## src/rtl/centroid_pkg.sv

```systemverilog
// Shared constants and FSM state type for the centroid accumulator.
// CENTROID_ACC_SAT_EN (optional) switches the frame sum from wrapping to saturating.
package centroid_pkg;

    localparam int DEFAULT_WIDTH       = 17;
    localparam int DEFAULT_COORD_WIDTH = 11;

    typedef enum logic [1:0] {
        ACCUM    = 2'd0,
        ISSUE    = 2'd1,
        WAIT_DIV = 2'd2
    } state_t;

endpackage

```

## src/rtl/sat_accumulator.sv

```systemverilog
// Running signed accumulator with optional saturation and a sticky clamp flag.
// The total output is combinational so a closing frame can include the current addend.
module sat_accumulator
    import centroid_pkg::*;
#(
    parameter int WIDTH    = DEFAULT_WIDTH,
    parameter bit SATURATE = 1'b1
) (
    input  logic                    clk,
    input  logic                    rst_n,
    input  logic                    add,
    input  logic                    clear,
    input  logic signed [WIDTH-1:0] addend,
    output logic signed [WIDTH-1:0] total,
    output logic                    sat_any
);

    localparam logic signed [WIDTH-1:0] MAX_VAL = {1'b0, {(WIDTH-1){1'b1}}};
    localparam logic signed [WIDTH-1:0] MIN_VAL = {1'b1, {(WIDTH-1){1'b0}}};

    logic signed [WIDTH-1:0] acc;
    logic                    sat_seen;
    logic        [WIDTH:0]   wide;
    logic                    overflow;

    // One guard bit detects signed overflow; the guard bit's sign picks the clamp rail.
    always_comb begin
        wide     = {acc[WIDTH-1], acc} + (add ? {addend[WIDTH-1], addend} : {(WIDTH+1){1'b0}});
        overflow = (wide[WIDTH] != wide[WIDTH-1]);
        total    = wide[WIDTH-1:0];
        if (SATURATE && overflow) begin
            total = wide[WIDTH] ? MIN_VAL : MAX_VAL;
        end
        sat_any = sat_seen | (SATURATE && overflow);
    end

    always_ff @(posedge clk or negedge rst_n) begin
        if (!rst_n) begin
            acc      <= '0;
            sat_seen <= 1'b0;
        end else if (clear) begin
            acc      <= '0;
            sat_seen <= 1'b0;
        end else begin
            acc      <= total;
            sat_seen <= sat_any;
        end
    end

endmodule

```

## src/rtl/centroid_accumulator.sv

```systemverilog
// Per-frame sum/count of masked pixel x offsets, handed to an external divider.
// Define CENTROID_ACC_SAT_EN to saturate the sum and report clamping on sat_out.
module centroid_accumulator
    import centroid_pkg::*;
#(
    parameter int WIDTH       = DEFAULT_WIDTH,
    parameter int COORD_WIDTH = DEFAULT_COORD_WIDTH
) (
    input  logic                          clk_in,
    input  logic                          rst_in,
    input  logic                          pixel_valid_in,
    input  logic                          mask_in,
    input  logic signed [COORD_WIDTH-1:0] x_in,
    input  logic                          frame_end_in,
    input  logic                          div_done_in,
    output logic signed [WIDTH-1:0]       dividend_out,
    output logic signed [WIDTH-1:0]       divisor_out,
    output logic                          div_valid_out,
    output logic                          busy_out,
    output logic                          empty_out,
    output logic                          dropped_out,
    output logic                          sat_out
);

`ifdef CENTROID_ACC_SAT_EN
    localparam bit SUM_SATURATE = 1'b1;
`else
    localparam bit SUM_SATURATE = 1'b0;
`endif

    localparam logic signed [WIDTH-1:0] COUNT_STEP = WIDTH'(1);

    state_t                  state;
    state_t                  next_state;
    logic                    take;
    logic signed [WIDTH-1:0] x_ext;
    logic signed [WIDTH-1:0] sum_total;
    logic signed [WIDTH-1:0] count_total;
    logic                    sum_sat;
    logic                    count_sat_unused;
    logic                    frame_full;
    logic                    accept;
    logic                    drop;
    logic                    empty;

    assign take  = pixel_valid_in && mask_in;
    assign x_ext = {{(WIDTH-COORD_WIDTH){x_in[COORD_WIDTH-1]}}, x_in};

    // Accumulators run regardless of FSM state; frame_end always starts a fresh frame.
    sat_accumulator #(
        .WIDTH    (WIDTH),
        .SATURATE (SUM_SATURATE)
    ) sum_acc (
        .clk     (clk_in),
        .rst_n   (rst_in),
        .add     (take),
        .clear   (frame_end_in),
        .addend  (x_ext),
        .total   (sum_total),
        .sat_any (sum_sat)
    );

    sat_accumulator #(
        .WIDTH    (WIDTH),
        .SATURATE (1'b1)
    ) count_acc (
        .clk     (clk_in),
        .rst_n   (rst_in),
        .add     (take),
        .clear   (frame_end_in),
        .addend  (COUNT_STEP),
        .total   (count_total),
        .sat_any (count_sat_unused)
    );

    assign frame_full = frame_end_in && (count_total != '0);
    assign empty      = frame_end_in && (count_total == '0);
    assign accept     = frame_full && ((state == ACCUM) || ((state == WAIT_DIV) && div_done_in));
    assign drop       = frame_full && !accept;

    always_ff @(posedge clk_in or negedge rst_in) begin
        if (!rst_in) begin
            state <= ACCUM;
        end else begin
            state <= next_state;
        end
    end

    always_comb begin
        next_state = state;
        case (state)
            ACCUM: begin
                if (accept) next_state = ISSUE;
            end
            ISSUE: begin
                next_state = WAIT_DIV;
            end
            WAIT_DIV: begin
                if (accept) begin
                    next_state = ISSUE;
                end else if (div_done_in) begin
                    next_state = ACCUM;
                end
            end
            default: next_state = ACCUM;
        endcase
    end

    always_comb begin
        div_valid_out = (state == ISSUE);
        busy_out      = (state != ACCUM);
    end

    always_ff @(posedge clk_in or negedge rst_in) begin
        if (!rst_in) begin
            dividend_out <= '0;
            divisor_out  <= '0;
            empty_out    <= 1'b0;
            dropped_out  <= 1'b0;
        end else begin
            empty_out   <= empty;
            dropped_out <= drop;
            if (accept) begin
                dividend_out <= sum_total;
                divisor_out  <= count_total;
            end
        end
    end

`ifdef CENTROID_ACC_SAT_EN
    always_ff @(posedge clk_in or negedge rst_in) begin
        if (!rst_in) begin
            sat_out <= 1'b0;
        end else if (accept) begin
            sat_out <= sum_sat;
        end
    end
`else
    logic sum_sat_unused;
    assign sum_sat_unused = sum_sat;
    assign sat_out        = 1'b0;
`endif

endmodule

```

## config.mk

```make
export PLATFORM = sky130hd
export DESIGN_NAME = centroid_accumulator
export DESIGN_NICKNAME = d
export VERILOG_FILES = /design/src/rtl/centroid_pkg.sv /design/src/rtl/sat_accumulator.sv /design/src/rtl/centroid_accumulator.sv
export SDC_FILE = /design/constraint.sdc
export NUM_CORES = 1
export LEC_CHECK = 0
export BUFFER_PORTS_ARGS = -buffer_cell sky130_fd_sc_hd__buf_2
export CAP_MARGIN = 5
export CORE_MARGIN = 2
export CORE_UTILIZATION = 55
export CTS_BUF_LIST = sky130_fd_sc_hd__clkbuf_4
export DETAILED_ROUTE_END_ITERATION = 12
export GPL_ROUTABILITY_DRIVEN = 0
export PLACE_DENSITY = 0.9
export SYNTH_ARGS = -nofsm -noshare
export SYNTH_HDL_FRONTEND = slang
export SYNTH_HIERARCHICAL = 1
export SYNTH_SLANG_ARGS = --single-unit
```

## constraint.sdc

```tcl
create_clock -name clk_in -period 3.8 [get_ports clk_in]
set_input_delay 0.76 -clock clk_in [delete_from_list [all_inputs] [get_ports clk_in]]
set_output_delay 0.76 -clock clk_in [all_outputs]
set_load 0.005 [all_outputs]
```

==> run_results.csv <==
group,metric,value,unit
power_and_ir_drop,power,2.92,mW
critical_path,startpoint,"pixel_valid_in",
global_route,grt_antenna_before_repair,0,
critical_path,ff2ff_setup_slack,-0.15,ns
timing,fmax,238,MHz
yosys,syn_avg_cell_area,9.96,um2
floorplan,ios,56,
timing,slew_headroom,63.7,%
timing,finalHoldViolCount,0,
floorplan,core,9200,um2
clocking,cts_tree,"done",
routing,wire_per_inst,20.9,um
power_and_ir_drop,vdd_ir_drop_max,0.343,mV
critical_path,required,4.10,ns
final_layout,drive_gt1_share,34.1,%
critical_path,rr_endpoint,"dividend_out[2]$_DFFE_PN0P_",
yosys,yosysWarnings,6,
run_status,failed_checks,"negative setup slack",
global_route,grt_pass1_wl,25000,um
timing,finalMaxSlewViolations,0,
worst_hold_path,hold_class,"in2async",
floorplan,start_util,56.5,%
critical_path,crit_arrival,4.51,ns
timing,rsz0062_at_grt,"true",
critical_path,crit_chain,"buf_6 -> and2_4 -> and2_4 -> ha_4 -> inv_2 -> fa_2 -> nor2b_4 -> o31a_1 -> o2111ai_2 -> a21oi_2 -> or2_4 -> buf_6 -> maj3_2 -> nor2_2 -> a21oi_1 -> nor4_4 -> nand3_2 -> o21ai_4 -> buf_12 -> buf_12 -> mux2_4",
floorplan,dieArea,10200,um2
global_route,grt_usage,31.1,%
critical_path,worst_path_max_delay_cell,"maj3_2",
timing,skew,0.0166,ns
timing,fin_crit_sh,111,%
timing,layout_setup_ws,-0.408,ns
critical_path,path_buf_inv,5,
routing,vias,5053,
global_route,grt_pass1_vias,5055,
clocking,cts_root_buf,"clkbuf_4",
yosys,synthesis.area,5200,um2
final_layout,fin_cells,767,
place,place_hpwl,9960,um
critical_path,cp.depth,21,
critical_path,reg2reg_from,"count_acc/acc[1]$_DFF_PN0_",
clocking,cts_made_buffers,9,
final_layout,fin_nets,704,
final_layout,fill_cells,570,
critical_path,critPathTopFamily,"simple AND/OR/NAND/NOR gates",
routing,finalWirelength,16000,um
critical_path,path_max_fanout,8,
final_layout,syn2layout_area_growth,24.6,%
critical_path,cpPeakStageDelay,0.33,ns
clocking,htree_levels,3,
critical_path,r2r_cells,15,
floorplan,fp.dieW,101,um
final_layout,antenna-diode-count,0,
place,place.port_buffers,54,
routing,initialDrtViolationCount,747,
place,dp_cells,738,
critical_path,critical_path_class,"in2reg",
routing,viasPerCell,6.59,
clocking,clock_path_buffers,2,
routing,route.antenna.remaining_nets,0,
critical_path,startpoint_type,"input pin",
yosys,synth_cells,522,
timing,setup-violations-final,37,
routing,first_pass_iters,7,
critical_path,cp-end-kind,"flop",
routing,drc,0,
global_route,grt_overflow,0,
timing,worst_pin_slew,0.540,ns
place,dp_slack,-0.783,ns
timing,timing.final.crit_period,4.21,ns
clocking,clkSinkCount,72,
power_and_ir_drop,p_per_area,450,nW/um2
critical_path,critPathCapture,"dividend_out[2]$_DFFE_PN0P_",
clocking,path_clk_slew,0.13,ns
power_and_ir_drop,p_leak,3.36,nW
global_route,grt_start_max_net_pins,40,
flow_run,drv_cap,0,
run_status,status,"complete, but fails checks",
clocking,clock_latency,0.42,ns
floorplan,die_y,101,um
floorplan,rows,35,
==> what timing repair did <==
action,CTS,global route
pin swaps,21,1
endpoints found under the setup margin,37,37
cloned,1,0
gates resized for setup,33,10
setup buffers,12,1
hold buffers,0,0
==> state kept, by name, summed over array words and instances, names as in the netlist <==
name and count:
dropped_out 1, empty_out 1, sum_acc/acc 17, count_acc/acc 17, divisor_out 17, state 2, dividend_out 17
==> per-layer routing <==
layer	track usage (%)	vias to the layer above	share of wire, %
li1	-	2154	-
met1	38.5	2423	38
met2	52.7	365	47
met3	6.56	111	9.1
met4	13.2	0	5.5
met5	0	-	0
==> cell usage in the layout (no fill, tap or decap), types with 14 or more instances in the layout <==
master    n
a21o_1   15
a21oi_1  29
a22o_1   18
and2_1   41
buf_2    52
buf_4    65
conb_1   18
dfrtp_1  72
ha_1     32
inv_1    17
mux2_4   20
nand2_1  20
nor2_1   27
nor2b_1  17
o21ai_0  19
xnor2_1  14
==> worst min path at each step <==
stage | start | to | slack [ns]
4_1_cts | rst_in | sum_acc/acc[13]$_DFF_PN0_ | 0.20
3_5_place_dp | divisor_out[16]$_DFFE_PN0P_ | divisor_out[16]$_DFFE_PN0P_ | 0.48
2_1_floorplan | rst_in | count_acc/acc[0]$_DFF_PN0_ | 0.46
5_1_grt | rst_in | sum_acc/acc[13]$_DFF_PN0_ | 0.21
6_report | rst_in | sum_acc/acc[13]$_DFF_PN0_ | 0.20
3_3_place_gp | divisor_out[15]$_DFFE_PN0P_ | divisor_out[15]$_DFFE_PN0P_ | 0.48
==> where the power goes <==
group	switching, mW	internal (mW)	leakage, nW
registers	0.105	0.934	0.942
clock network	0.290	0.261	0.0794
logic	0.682	0.645	2.34
==> area by class of cell <==
class	instances	area [um2]	share of cell area, %
well taps	111	139	2.14
flip-flops and latches	72	1800	27.8
multi-input cells	425	3430	53.0
inverters	18	67.6	1.04
clock buffers	9	67.6	1.04
clock inverters	6	85.1	1.31
repair buffers	126	883	13.6
==> metrics by stage <==
| stage | hold WS [ns] | cell area [um2] | TNS [ns] | util, % |
|---|---|---|---|---|
| after floorplan | 0.464 | 5300 | 0 | - |
| after global placement | 0.480 | 6000 | -21.81 | 65.3 |
| after detailed placement | 0.481 | 6000 | -26.95 | 65.3 |
| after CTS | 0.195 | 6410 | -2.47 | 69.7 |
| after global routing | 0.213 | 6480 | -13.55 | 70.4 |
| final | 0.204 | 6480 | -12.03 | 70.4 |
Note: power is estimated with default switching activity, not from simulation.
